### src/rtl/coin_dispatcher.sv
// Coin lane dispatcher: spawns a coin on a pseudo-random lane, judges the
// player's press inside a frame-counted window and keeps the HUD score/miss counts.
//
// state  | meaning
// IDLE   | game stopped, no coin on screen
// GAP    | counting frames before the next spawn
// TRAVEL | coin active, waiting for in_position (timeout = miss)
// WINDOW | hit window open, judging presses
// RETIRE | coin dropped, waiting one v-sync so the sprite re-homes
module coin_dispatcher #(
  parameter int          NUM_LANES      = 3,
  parameter int          SPAWN_GAP      = 30,
  parameter int          TRAVEL_TIMEOUT = 64,
  parameter int          HIT_WINDOW     = 8,
  parameter logic [15:0] LFSR_SEED      = 16'hACE1
) (
  input  logic                 i_clk,
  input  logic                 i_rst,
  input  logic                 i_frame_tick,
  input  logic                 i_enable,
  input  logic [NUM_LANES-1:0] i_in_position,
  input  logic [NUM_LANES-1:0] i_btn,
  output logic [NUM_LANES-1:0] o_active,
  output logic [15:0]          o_score,
  output logic [7:0]           o_misses,
  output logic                 o_hit_pulse,
  output logic                 o_miss_pulse,
  output logic                 o_busy
);

  typedef enum logic [2:0] {
    S_IDLE,
    S_GAP,
    S_TRAVEL,
    S_WINDOW,
    S_RETIRE
  } state_t;

  localparam int GAP_TO_MAX = (SPAWN_GAP > TRAVEL_TIMEOUT) ? SPAWN_GAP : TRAVEL_TIMEOUT;
  localparam int CNT_MAX    = (GAP_TO_MAX > HIT_WINDOW) ? GAP_TO_MAX : HIT_WINDOW;
  localparam int CW         = $clog2(CNT_MAX + 1);
  localparam logic [NUM_LANES-1:0] LANE0 = {{(NUM_LANES-1){1'b0}}, 1'b1};

  state_t               state, state_nxt;
  logic [CW-1:0]        cnt, cnt_nxt;
  logic [1:0]           lane, lane_nxt, lane_pick;
  logic [15:0]          lfsr, lfsr_adv;
  logic [NUM_LANES-1:0] btn_q, pos_q, press;
  logic [NUM_LANES-1:0] lane_mask, pick_mask, active_nxt;
  logic                 cnt_done, pos_sel, pos_fell, press_lane, press_wrong;
  logic                 hit, miss;
  logic [15:0]          score_nxt;
  logic [7:0]           misses_nxt;

  assign lfsr_adv = {lfsr[14:0], lfsr[15] ^ lfsr[13] ^ lfsr[12] ^ lfsr[10]};

  // lfsr[1:0] is below 4 and NUM_LANES is at least 2, so one subtraction is a full modulo
  always_comb begin
    lane_pick = lfsr[1:0];
    if ({1'b0, lfsr[1:0]} >= 3'(NUM_LANES)) begin
      lane_pick = lfsr[1:0] - 2'(NUM_LANES);
    end
  end

  assign lane_mask   = LANE0 << lane;
  assign pick_mask   = LANE0 << lane_pick;
  assign press       = i_btn & ~btn_q;
  assign pos_sel     = |(i_in_position & lane_mask);
  assign pos_fell    = |(pos_q & lane_mask) & ~pos_sel;
  assign press_lane  = |(press & lane_mask);
  assign press_wrong = |(press & ~lane_mask);
  assign cnt_done    = i_frame_tick && (cnt == CW'(1));

  always_comb begin
    state_nxt  = state;
    cnt_nxt    = (i_frame_tick && (cnt != '0)) ? cnt - CW'(1) : cnt;
    lane_nxt   = lane;
    active_nxt = '0;
    hit        = 1'b0;
    miss       = 1'b0;

    if (!i_enable) begin
      state_nxt = S_IDLE;
      cnt_nxt   = '0;
    end else begin
      case (state)
        S_IDLE: begin
          state_nxt = S_GAP;
          cnt_nxt   = CW'(SPAWN_GAP);
        end
        S_GAP: begin
          if (cnt_done) begin
            lane_nxt   = lane_pick;
            active_nxt = pick_mask;
            cnt_nxt    = CW'(TRAVEL_TIMEOUT);
            state_nxt  = S_TRAVEL;
          end
        end
        S_TRAVEL: begin
          active_nxt = lane_mask;
          if (pos_sel) begin
            cnt_nxt   = CW'(HIT_WINDOW);
            state_nxt = S_WINDOW;
          end else if (cnt_done) begin
            miss       = 1'b1;
            active_nxt = '0;
            state_nxt  = S_RETIRE;
          end
        end
        S_WINDOW: begin
          active_nxt = lane_mask;
          // a wrong-lane press loses even when the right lane is pressed together
          if (press_wrong) begin
            miss = 1'b1;
          end else if (press_lane) begin
            hit = 1'b1;
          end else if (pos_fell || cnt_done) begin
            miss = 1'b1;
          end
          if (hit || miss) begin
            active_nxt = '0;
            state_nxt  = S_RETIRE;
          end
        end
        S_RETIRE: begin
          if (i_frame_tick) begin
            cnt_nxt   = CW'(SPAWN_GAP);
            state_nxt = S_GAP;
          end
        end
        default: begin
          state_nxt = S_IDLE;
          cnt_nxt   = '0;
        end
      endcase
    end
  end

  assign score_nxt  = (hit && (o_score != 16'hFFFF)) ? o_score + 16'd1 : o_score;
  assign misses_nxt = (miss && (o_misses != 8'hFF)) ? o_misses + 8'd1 : o_misses;

  always_ff @(posedge i_clk or posedge i_rst) begin
    if (i_rst) begin
      state        <= S_IDLE;
      cnt          <= '0;
      lane         <= '0;
      lfsr         <= LFSR_SEED;
      btn_q        <= '1;
      pos_q        <= '0;
      o_active     <= '0;
      o_score      <= '0;
      o_misses     <= '0;
      o_hit_pulse  <= 1'b0;
      o_miss_pulse <= 1'b0;
      o_busy       <= 1'b0;
    end else begin
      state        <= state_nxt;
      cnt          <= cnt_nxt;
      lane         <= lane_nxt;
      if (i_frame_tick && (state != S_IDLE)) begin
        lfsr <= lfsr_adv;
      end
      btn_q        <= i_btn;
      pos_q        <= i_in_position;
      o_active     <= active_nxt;
      o_score      <= score_nxt;
      o_misses     <= misses_nxt;
      o_hit_pulse  <= hit;
      o_miss_pulse <= miss;
      o_busy       <= (state_nxt == S_TRAVEL) || (state_nxt == S_WINDOW);
    end
  end

endmodule

### config.mk
export PLATFORM = sky130hd
export DESIGN_NAME = coin_dispatcher
export DESIGN_NICKNAME = d
export VERILOG_FILES = /design/src/rtl/coin_dispatcher.sv
export SDC_FILE = /design/constraint.sdc
export NUM_CORES = 1
export LEC_CHECK = 0
export BUFFER_PORTS_ARGS = -buffer_cell sky130_fd_sc_hd__buf_2
export CORE_MARGIN = 10
export CORE_UTILIZATION = 40
export CTS_BUF_LIST = sky130_fd_sc_hd__clkbuf_4 sky130_fd_sc_hd__clkbuf_8
export DETAILED_ROUTE_END_ITERATION = 12
export PLACE_DENSITY_LB_ADDON = 0.08
export REMOVE_ABC_BUFFERS = 1
export SYNTH_ARGS = -nofsm -noshare
export SYNTH_HDL_FRONTEND = slang
export SYNTH_SLANG_ARGS = --single-unit
### constraint.sdc
create_clock -name i_clk -period 3.25 [get_ports i_clk]
set_input_delay 0.1625 -clock i_clk [delete_from_list [all_inputs] [get_ports i_clk]]
set_output_delay 0.1625 -clock i_clk [all_outputs]
set_load 0.02 [all_outputs]
======== Yosys cells after proc, flatten, opt, wreduce, memory -nomap -nowiden ========
Index checks and enable logic that the tools add are counted.
word-level totals
  register bits ........................... 64
  output and inout bits ................... 30
operators by class
  $add $sub $neg .......................... 4
  magnitude comparators ................... 1
  eq/ne operators ......................... 9
  shift-type cells ........................ 2
  mux-type cells .......................... 35
  bitwise logic cells ..................... 12
  reductions and logical operators ........ 16
operators with widths
  operator                                                               number
  7-bit 2-to-1 mux                                                       5
  7-bit one-hot mux with 5 select lines                                  1
  3-bit 2-to-1 mux                                                       11
  16-bit by 1-bit adder with 16-bit output, second input constant        1
  16-bit != test, second input constant                                  1
  3-bit bitwise AND                                                      5
  3-bit one-hot mux with 5 select lines                                  1
  1-bit 2-to-1 mux                                                       14
  3-bit by 2-bit equality test with 1-bit output, second input constant  4
  3-bit OR reduction                                                     4
  3-bit one-hot mux with 3 select lines                                  1
  8-bit by 1-bit adder with 8-bit output, second input constant          1
  8-bit != test, second input constant                                   1
  7-bit by 1-bit equality test with 1-bit output, second input constant  1
  7-bit nonzero test                                                     1
  7-bit by 1-bit subtractor with 7-bit output, second input constant     1
  3-bit inverter                                                         2
  1-bit by 2-bit left shift with 3-bit output, first input constant      2
  1-bit logical AND                                                      5
  3-bit by 1-bit equality test with 1-bit output, second input constant  1
  3-bit equality test, second input constant                             1
  3-bit logical NOT                                                      1
  1-bit logical OR                                                       3
  3-bit AND reduction                                                    1
  other kinds (8)                                                        10

======== Longest topological paths before layout ========
Gate-level depths: netlist of the first run.
  word-level depth ........................ 17
  depth in mapped cells ................... 7

======== Worst setup path after synthesis of the first run ========
Ideal clock, no wire load.
  kind .................................... register to register
  start point ............................. reg cnt[5]
  end point ............................... reg o_misses[1]
  setup time .............................. 0.128 ns
  data arrival time ....................... 1.917 ns
  required time ........................... 3.122 ns
  path slack .............................. 1.205 ns
  cell stages (with the launch flop) ...... 6
  period minus slack after synthesis ...... 2.045 ns
  cells stage by stage .................... dfrtp_1 nor3_4 nand4_4 or4b_4 a31oi_4 mux2_1
between the ends
  longest elaborated chain between the ends .. 11
  elaborated cells between the ends (all ways) .. 13
  classes of those cells .................. 1 x eq/ne; 9 x mux; 3 x reduce/logical
RTL lines
  what                                              line  text
  from (decl)                                       45    logic [CW-1:0] cnt, cnt_nxt;
  from (signal assigned)                            158   cnt <= cnt_nxt;
  7-bit by 1-bit equality test with 1-bit output *  72    assign cnt_done = i_frame_tick && (cnt == CW'(1));
  1-bit logical AND *                               72
  1-bit logical OR                                  117   end else if (pos_fell || cnt_done) begin
  1-bit 2-to-1 mux                                  117
  1-bit 2-to-1 mux                                  115   end else if (press_lane) begin
  1-bit 2-to-1 mux                                  113   if (press_wrong) begin
  1-bit 2-to-1 mux                                  86    case (state)
  1-bit 2-to-1 mux                                  82    if (!i_enable) begin
  1-bit one-hot mux with 2 select lines *           86
  1-bit 2-to-1 mux *                                82
  1-bit logical AND *                               140   assign misses_nxt = (miss && (o_misses != 8'hFF)) ? o_misses + 8'd1 : o_misses;
  to (signal assigned)                              167   o_misses <= misses_nxt;
  to (decl)                                         25    output logic [7:0] o_misses,
Mark *: on every way between the ends. The rest lies on a longest branch, timed or not. The select of a mux whose other input is x is not followed.
A chain may end at the register's enable or synchronous reset.

======== Worst setup path after layout of the first run ========
  start point ............................. reg state[0]
  end point ............................... reg o_misses[1]
between the ends
  longest elaborated chain between the ends .. 4
  elaborated cells between the ends (all ways) .. 5
  classes of those cells .................. 2 x eq/ne; 2 x mux; 1 x reduce/logical
RTL lines
  what                                            line  text
  from (decl)                                     44    state_t state, state_nxt;
  from (signal assigned)                          157   state <= state_nxt;
  3-bit by 2-bit equality test with 1-bit output  86
  1-bit one-hot mux with 2 select lines *         86
  1-bit 2-to-1 mux *                              82
  1-bit logical AND *                             140
Mark *: on every way between the ends. The rest lies on a longest branch, timed or not.

==> results.json, run 1 <==
{
  "die-area_um2": 12000,
  "fin_tns_setup_ns": 0,
  "viasPerCell": 5.20,
  "grt_overflow_total": 0,
  "avgSynthCellArea_um2": 11.0,
  "antenna_left": 0,
  "crit_path_end_kind": "flop",
  "cp_data_required_time_ns": 3.48,
  "synth_warnings": 0,
  "die_height_um": 110,
  "maxSlewViolCount": 0,
  "max_slew_margin_pct": 35.8,
  "startpoint": "state[0]",
  "finalHoldViolations": 0,
  "setup_viol": 0,
  "cts_tree": "yes",
  "p_leak_nw": 1.78,
  "fin_crit_ns": 2.30,
  "ctsResizeCount": 0,
  "dp_cells": 430,
  "worstPathMaxFanout": 17,
  "syn_to_final_growth_pct": 17.6,
  "reg2reg_to": "o_misses[1]",
  "clk_latency_ns": 0.35,
  "diodes": 0,
  "clkTransAtPathRegs_ns": 0.07,
  "wire_per_inst_um": 14.9,
  "timing.fmax_mhz": 434,
  "cts_root_buffer": "clkbuf_8",
  "r2r_setup_slack_ns": 0.95,
  "rsz0062_at_grt": "false",
  "crit_end": "o_misses[1]",
  "synth-seq-cells": 64,
  "antenna_found_initial": 0,
  "grt_pass1_wl_um": 11300,
  "worst_hold_path_type": "input pin to async pin",
  "min_period_over_period_pct": 70.8,
  "cts_made_buffers": 9,
  "drtIter0Drc": 89,
  "worst_setup_path_start_kind": "flop",
  "grt_max_degree": 47,
  "path_class": "flop to flop",
  "skew_ns": 0.0118,
  "num_rows": 32,
  "cts.htree.levels": 3,
  "layout_common_cells": "dfrtp_1 (53), buf_2 (39), nand2_1 (19)",
  "design.core.area_um2": 7770,
  "grt_pass1_vias": 2342,
  "reg2reg_depth": 4,
  "async_reset_ff_share_pct": 100,
  "reg2reg_from": "state[0]",
  "clockBufferDepth": 2,
  "grt_usage_pct": 11.8,
  "worstMarginPinSlew_ns": 0.962,
  "ioPinCount": 40,
  "total_power_mw": 1.91,
  "synth_edf_count": 0,
  "status": "complete, no violations",
  "cp_data_arrival_time_ns": 2.53,
  "maxCapViolCount": 0,
  "wl_um": 6720,
  "vias": 2352,
  "fin_cells": 452,
  "yosysUniqueCellTypes": 56,
  "die_w_um": 110,
  "clock-sinks": 64,
  "drive_gt1_share_pct": 29.7,
  "netlist_instances": 294,
  "dp_hpwl_um": 4700,
  "place_congestion": 0.831,
  "start_util_pct": 41.4,
  "io_buffers": 39,
  "layout.nets": 363,
  "ir_drop_v": 0.000195,
  "dr.pass1.iters": 5,
  "ys_seq_area_share_pct": 50.2,
  "synth_area_um2": 3220,
  "yosys_most_used_dff": "dfrtp_1",
  "drcViolationCount": 0,
  "final_common_cell": "dfrtp_1",
  "powerDensity_nw_per_um2": 506
}
through the flow:
stage               hold slack (ns)  utilization (%)  cell area [um^2]  setup slack (ns)
floorplan                     0.167                -              3170              1.16
global placement              0.291             45.3              3520             0.997
detailed placement            0.292             45.3              3520             0.959
CTS                          0.0751             48.7              3780             0.954
global route                  0.116             48.7              3780             0.839
finish                       0.0389             48.7              3780             0.948
power by group:
part / internal [mW] / switching [mW]
sequential: 0.840 / 0.0814
combinational: 0.118 / 0.166
clock: 0.377 / 0.332
routing by layer:
metal  wire length, um  part of all wire [%]  track usage [%]
met5                 0                     0                0
met2              2930                    44             17.1
met4               146                   2.2             5.20
met3               382                   5.7             4.21
met1              3260                    49             15.6
cells by family (layout without fill, tap and decap cells):
| group | count (synthesis) | in the layout | synth area share [%] |
|---|---|---|---|
| flops | 64 | 64 | 50.2 |
| simple gates | 112 | 112 | 20.6 |
| buf+inv | 23 | 79 | 3.30 |
| compound gates | 44 | 44 | 9.76 |
| xor+xnor | 25 | 25 | 6.80 |
| fa+ha+maj | 8 | 8 | 3.11 |
| mux | 18 | 18 | 6.26 |
cells in the mapped netlist, types with 2 or more instances:
| cell type | n | area [um^2] |
|---|---|---|
| a211oi_1 | 2 | 15.0 |
| a21oi_1 | 9 | 45.0 |
| a22o_1 | 2 | 17.5 |
| a31oi_1 | 3 | 18.8 |
| and3_1 | 3 | 18.8 |
| buf_6 | 2 | 22.5 |
| clkbuf_1 | 5 | 18.8 |
| dfrtp_1 | 53 | 1330 |
| dfstp_2 | 11 | 289 |
| ha_1 | 8 | 100 |
| inv_1 | 14 | 52.6 |
| mux2_1 | 2 | 22.5 |
| mux2_2 | 15 | 169 |
| nand2_1 | 19 | 71.3 |
| nand2b_1 | 7 | 43.8 |
| nand3_1 | 14 | 70.1 |
| nand4_1 | 8 | 50.1 |
| nor2_1 | 10 | 37.5 |
| nor2b_1 | 2 | 12.5 |
| nor3_1 | 16 | 80.1 |
| nor3b_1 | 5 | 37.5 |
| nor4_1 | 5 | 31.3 |
| nor4b_1 | 2 | 17.5 |
| nor4bb_1 | 2 | 20.0 |
| o21ai_0 | 15 | 75.1 |
| or3_1 | 7 | 43.8 |
| xnor2_1 | 14 | 123 |
| xor2_1 | 11 | 96.3 |
cell type report:
class | instances | area (um^2)
multi-input combinational | 207 | 1500
clock buffer | 10 | 138
fill | 726 | 3980
inverter | 14 | 52.6
timing repair buffer | 49 | 285
clock inverter | 6 | 68.8
sequential | 64 | 1620
tap | 102 | 128
timing repair:
item / in CTS / in global routing
hold buffers: 6 / 0
setup buffers: 0 / 0
endpoints found under the hold margin: 6 / 0
worst min path at each step:
stage	depth (start not counted)	startpoint	to	slack, ns
after floorplan	0	i_btn[0]	btn_q[0]	0.17
after global placement	1	i_btn[0]	btn_q[0]	0.29
after detailed placement	1	i_btn[0]	btn_q[0]	0.29
after CTS	2	i_rst	o_score[11]	0.08
after global routing	2	i_rst	o_score[5]	0.12
final	2	i_rst	lfsr[8]	0.04
registers in the layout (all words and copies together) (netlist names), 3 cells and up:
signal    flops
o_score      16
o_misses      8
state         3
o_active      3
pos_q         3
btn_q         3
cnt           7
lfsr         16
worst max-delay path, stage by stage, from the launching register on:
cell     delay [ns]
dfrtp_1        0.65
and4b_2        0.36
or4b_1         0.53
a31oi_4        0.29
mux2_1         0.35
Note: power is estimated with default switching activity, not from simulation.
==> run 2, diff against run 1 <==
--- a/config.mk
+++ b/config.mk
@@ -5,6 +5,7 @@
 export SDC_FILE = /design/constraint.sdc
 export NUM_CORES = 1
 export LEC_CHECK = 0
+export ABC_AREA = 1
 export BUFFER_PORTS_ARGS = -buffer_cell sky130_fd_sc_hd__buf_2
 export CORE_MARGIN = 10
 export CORE_UTILIZATION = 40
==> constraint.sdc (replaced) <==
create_clock -name i_clk -period 2.2 [get_ports i_clk]
set_input_delay 0.11 -clock i_clk [delete_from_list [all_inputs] [get_ports i_clk]]
set_output_delay 0.11 -clock i_clk [all_outputs]
set_load 0.02 [all_outputs]
==> run 2 against run 1 <==
Net effect:
- first-iteration DRC count decreased by 9.0%
- cell count increased by 27%
- critical path depth increased by 4
- combinational power increased by 31%
- global-route usage increased by 0.57 points
- critical endpoint is now o_score[4]
- largest cell class unchanged
- largest power group unchanged
- highest routed layer unchanged
==> results.json, run 2 <==
{
  "status": "complete, no violations",
  "die-area_um2": 12400,
  "startpoint": "o_score[0]",
  "design.core.area_um2": 8180,
  "fin_crit_ns": 1.81,
  "nFillCells": 821,
  "fin_tns_setup_ns": 0,
  "cts_root_buffer": "clkbuf_8",
  "netlist_instances": 406,
  "place_congestion": 0.838,
  "layout_common_cells": "nand2_1 (105), dfrtp_1 (53), inv_1 (39), buf_2 (39), nor2_1 (36)",
  "post_synth_fa_ha_maj_area_fraction_pct": 2.99,
  "synth_warnings": 0,
  "cp_data_required_time_ns": 2.42,
  "synth_top_family_by_area": "simple AND/OR/NAND/NOR gates",
  "cpLargestDelayFamily": "simple AND/OR/NAND/NOR gates",
  "antenna_found_initial": 0,
  "synth_xor_area_share_pct": 7.07,
  "r2r_setup_slack_ns": 0.39,
  "async_reset_ff_share_pct": 100,
  "dr.pass1.iters": 4,
  "grt_pass1_vias": 2763,
  "clockBufferDepth": 2,
  "cts_made_buffers": 9,
  "crit_chain": "ha_1 > inv_1 > nor2_1 > nand4_1 > nand2_2 > clkinv_2 > nand2_1 > o21ai_1",
  "synthMuxAreaShare_pct": 0.337,
  "netlist.area_leader.share_pct": 39.7,
  "ioPinCount": 40,
  "cp_data_arrival_time_ns": 2.03,
  "synth_top_cell_by_area": "dfrtp_1",
  "die_height_um": 111,
  "viasPerCell": 4.75,
  "skew_ns": 0.0135,
  "reg_top3": "lfsr x16, o_score x16, o_misses x8",
  "p_leak_nw": 2.03,
  "drtIter0Drc": 81,
  "clock-sinks": 64,
  "synth-seq-cells": 64,
  "final_common_cell": "nand2_1",
  "dp_hpwl_um": 5380,
  "antenna_left": 0,
  "grt_usage_pct": 12.4,
  "synth_area_um2": 3340,
  "grt_pass1_wl_um": 13200,
  "syn_to_final_growth_pct": 20.5,
  "worstMarginPinSlew_ns": 0.486,
  "synth_simple_gate_area_share_pct": 26.3,
  "powerDensity_nw_per_um2": 756,
  "worst_setup_path_start_kind": "flop",
  "postCtsSetupBuffers": 0,
  "maxSlewViolCount": 0,
  "reg2reg_to": "o_score[4]",
  "worstPathMaxFanout": 10,
  "ctsResizeCount": 0,
  "clk_latency_ns": 0.34,
  "grt_overflow_total": 0,
  "drive_gt1_share_pct": 20.3,
  "drcViolationCount": 0,
  "cp_num_buf_inv": 2,
  "avgSynthCellArea_um2": 8.24,
  "maxCapViolCount": 0,
  "cpPeakStageDelay_ns": 0.42,
  "regArea_um2": 1620,
  "crit_end": "o_score[4]",
  "finalHoldViolations": 0,
  "synth_area_leaders": "dfrtp_1 (40%), nand2_1 (12%), dfstp_2 (8.6%)",
  "yosys_most_used_dff": "dfrtp_1",
  "crit_slowest_cell": "dfrtp_1",
  "rsz0062_at_grt": "false",
  "layout.nets": 480,
  "num_rows": 33,
  "diodes": 0,
  "reg2reg_depth": 8,
  "path_class": "flop to flop",
  "clkTransAtPathRegs_ns": 0.07,
  "wl_um": 7440,
  "yosysMostFrequentCell": "nand2_1",
  "synthTopCellsByCount": "nand2_1 (105), dfrtp_1 (53), inv_1 (40)",
  "ys_seq_area_share_pct": 48.3,
  "die_w_um": 111,
  "cp_num_cells": 8,
  "vias": 2717,
  "cts_tree": "yes",
  "worst_hold_path_type": "input pin to flop",
  "crit_path_end_kind": "flop",
  "wire_per_inst_um": 13.0,
  "max_slew_margin_pct": 67.4,
  "final_core_utilization_pct": 49.3,
  "yosysUniqueCellTypes": 30,
  "synth_edf_count": 0,
  "synth_compound_area_share_pct": 8.72,
  "start_util_pct": 40.9,
  "multiInputGateArea_um2": 1520,
  "setup_viol": 0,
  "io_buffers": 39,
  "grt_max_degree": 65,
  "min_period_over_period_pct": 82.3,
  "reg2reg_from": "o_score[0]",
  "ir_drop_v": 0.000500,
  "timing.fmax_mhz": 553,
  "cts.htree.levels": 3
}
run 2: cell types whose count changed after synthesis, moves of 10 or more:
cell	previous run	this run
nand2_1	19	105
inv_1	14	40
mux2_2	15	1
nor2_1	10	36
o21ai_1	0	10
run 2: what timing repair did:
action	in CTS	in global routing
endpoints found under the hold margin	59	0
endpoints found under the setup margin	0	0
hold buffers	7	0
run 2: cell families (layout without fill, tap and decap cells):
family | Yosys count | after routing
adder cells (fa/ha/maj) | 8 | 8
buffers and inverters | 55 | 116
flip-flops | 64 | 64
multiplexers | 1 | 1
XOR/XNOR | 27 | 27
AO/OA/AOI/OAI | 55 | 55
AND/OR/NAND/NOR | 196 | 196
run 2: routing by layer:
metal	share of wire [%]	global-route usage, %	vias up
met2	45	19.7	36
met5	0	0	-
li1	-	-	1421
met3	4.4	3.38	8
met4	1.2	4.63	0
met1	49	15.7	1252
run 2: worst min-delay path by stage:
stage	startpoint	end	slack, ns	depth (start not counted)
floorplan	i_btn[0]	btn_q[0]	0.11	0
global placement	i_rst	o_score[1]	0.21	3
detailed placement	i_rst	o_misses[7]	0.21	3
CTS	i_enable	o_misses[2]	0.14	3
global route	i_enable	o_misses[6]	0.16	3
finish	i_enable	o_misses[2]	0.16	3
run 2: where the power goes:
part | total [mW] | internal (mW) | switching [mW]
Sequential | 1.40 | 1.32 | 0.0744
Combinational | 0.371 | 0.155 | 0.217
Clock | 1.27 | 0.790 | 0.484
run 2: metrics by stage:
stage	hold slack (ns)	area, um^2	total power, mW	instances	worst slack (ns)
floorplan	0.114	3320	1.68	401	0.0471
global placement	0.207	3710	1.78	549	0.408
detailed placement	0.212	3710	1.79	549	0.410
CTS	0.142	4030	3.10	572	0.376
global route	0.164	4030	3.22	572	0.145
finish	0.164	4030	3.04	572	0.390
run 2: layout make-up:
class | count | area share (%)
sequential | 64 | 40.1
timing repair buffer | 50 | 7.95
inverter | 50 | 4.69
multi-input combinational | 287 | 37.7
tap | 105 | 3.26
clock buffer | 10 | 3.42
clock inverter | 6 | 2.86
run 2: worst min-delay path, cell delays in order:
cell and delay (ns):
buf_2 0.19, nand4_1 0.11, nand2_1 0.05
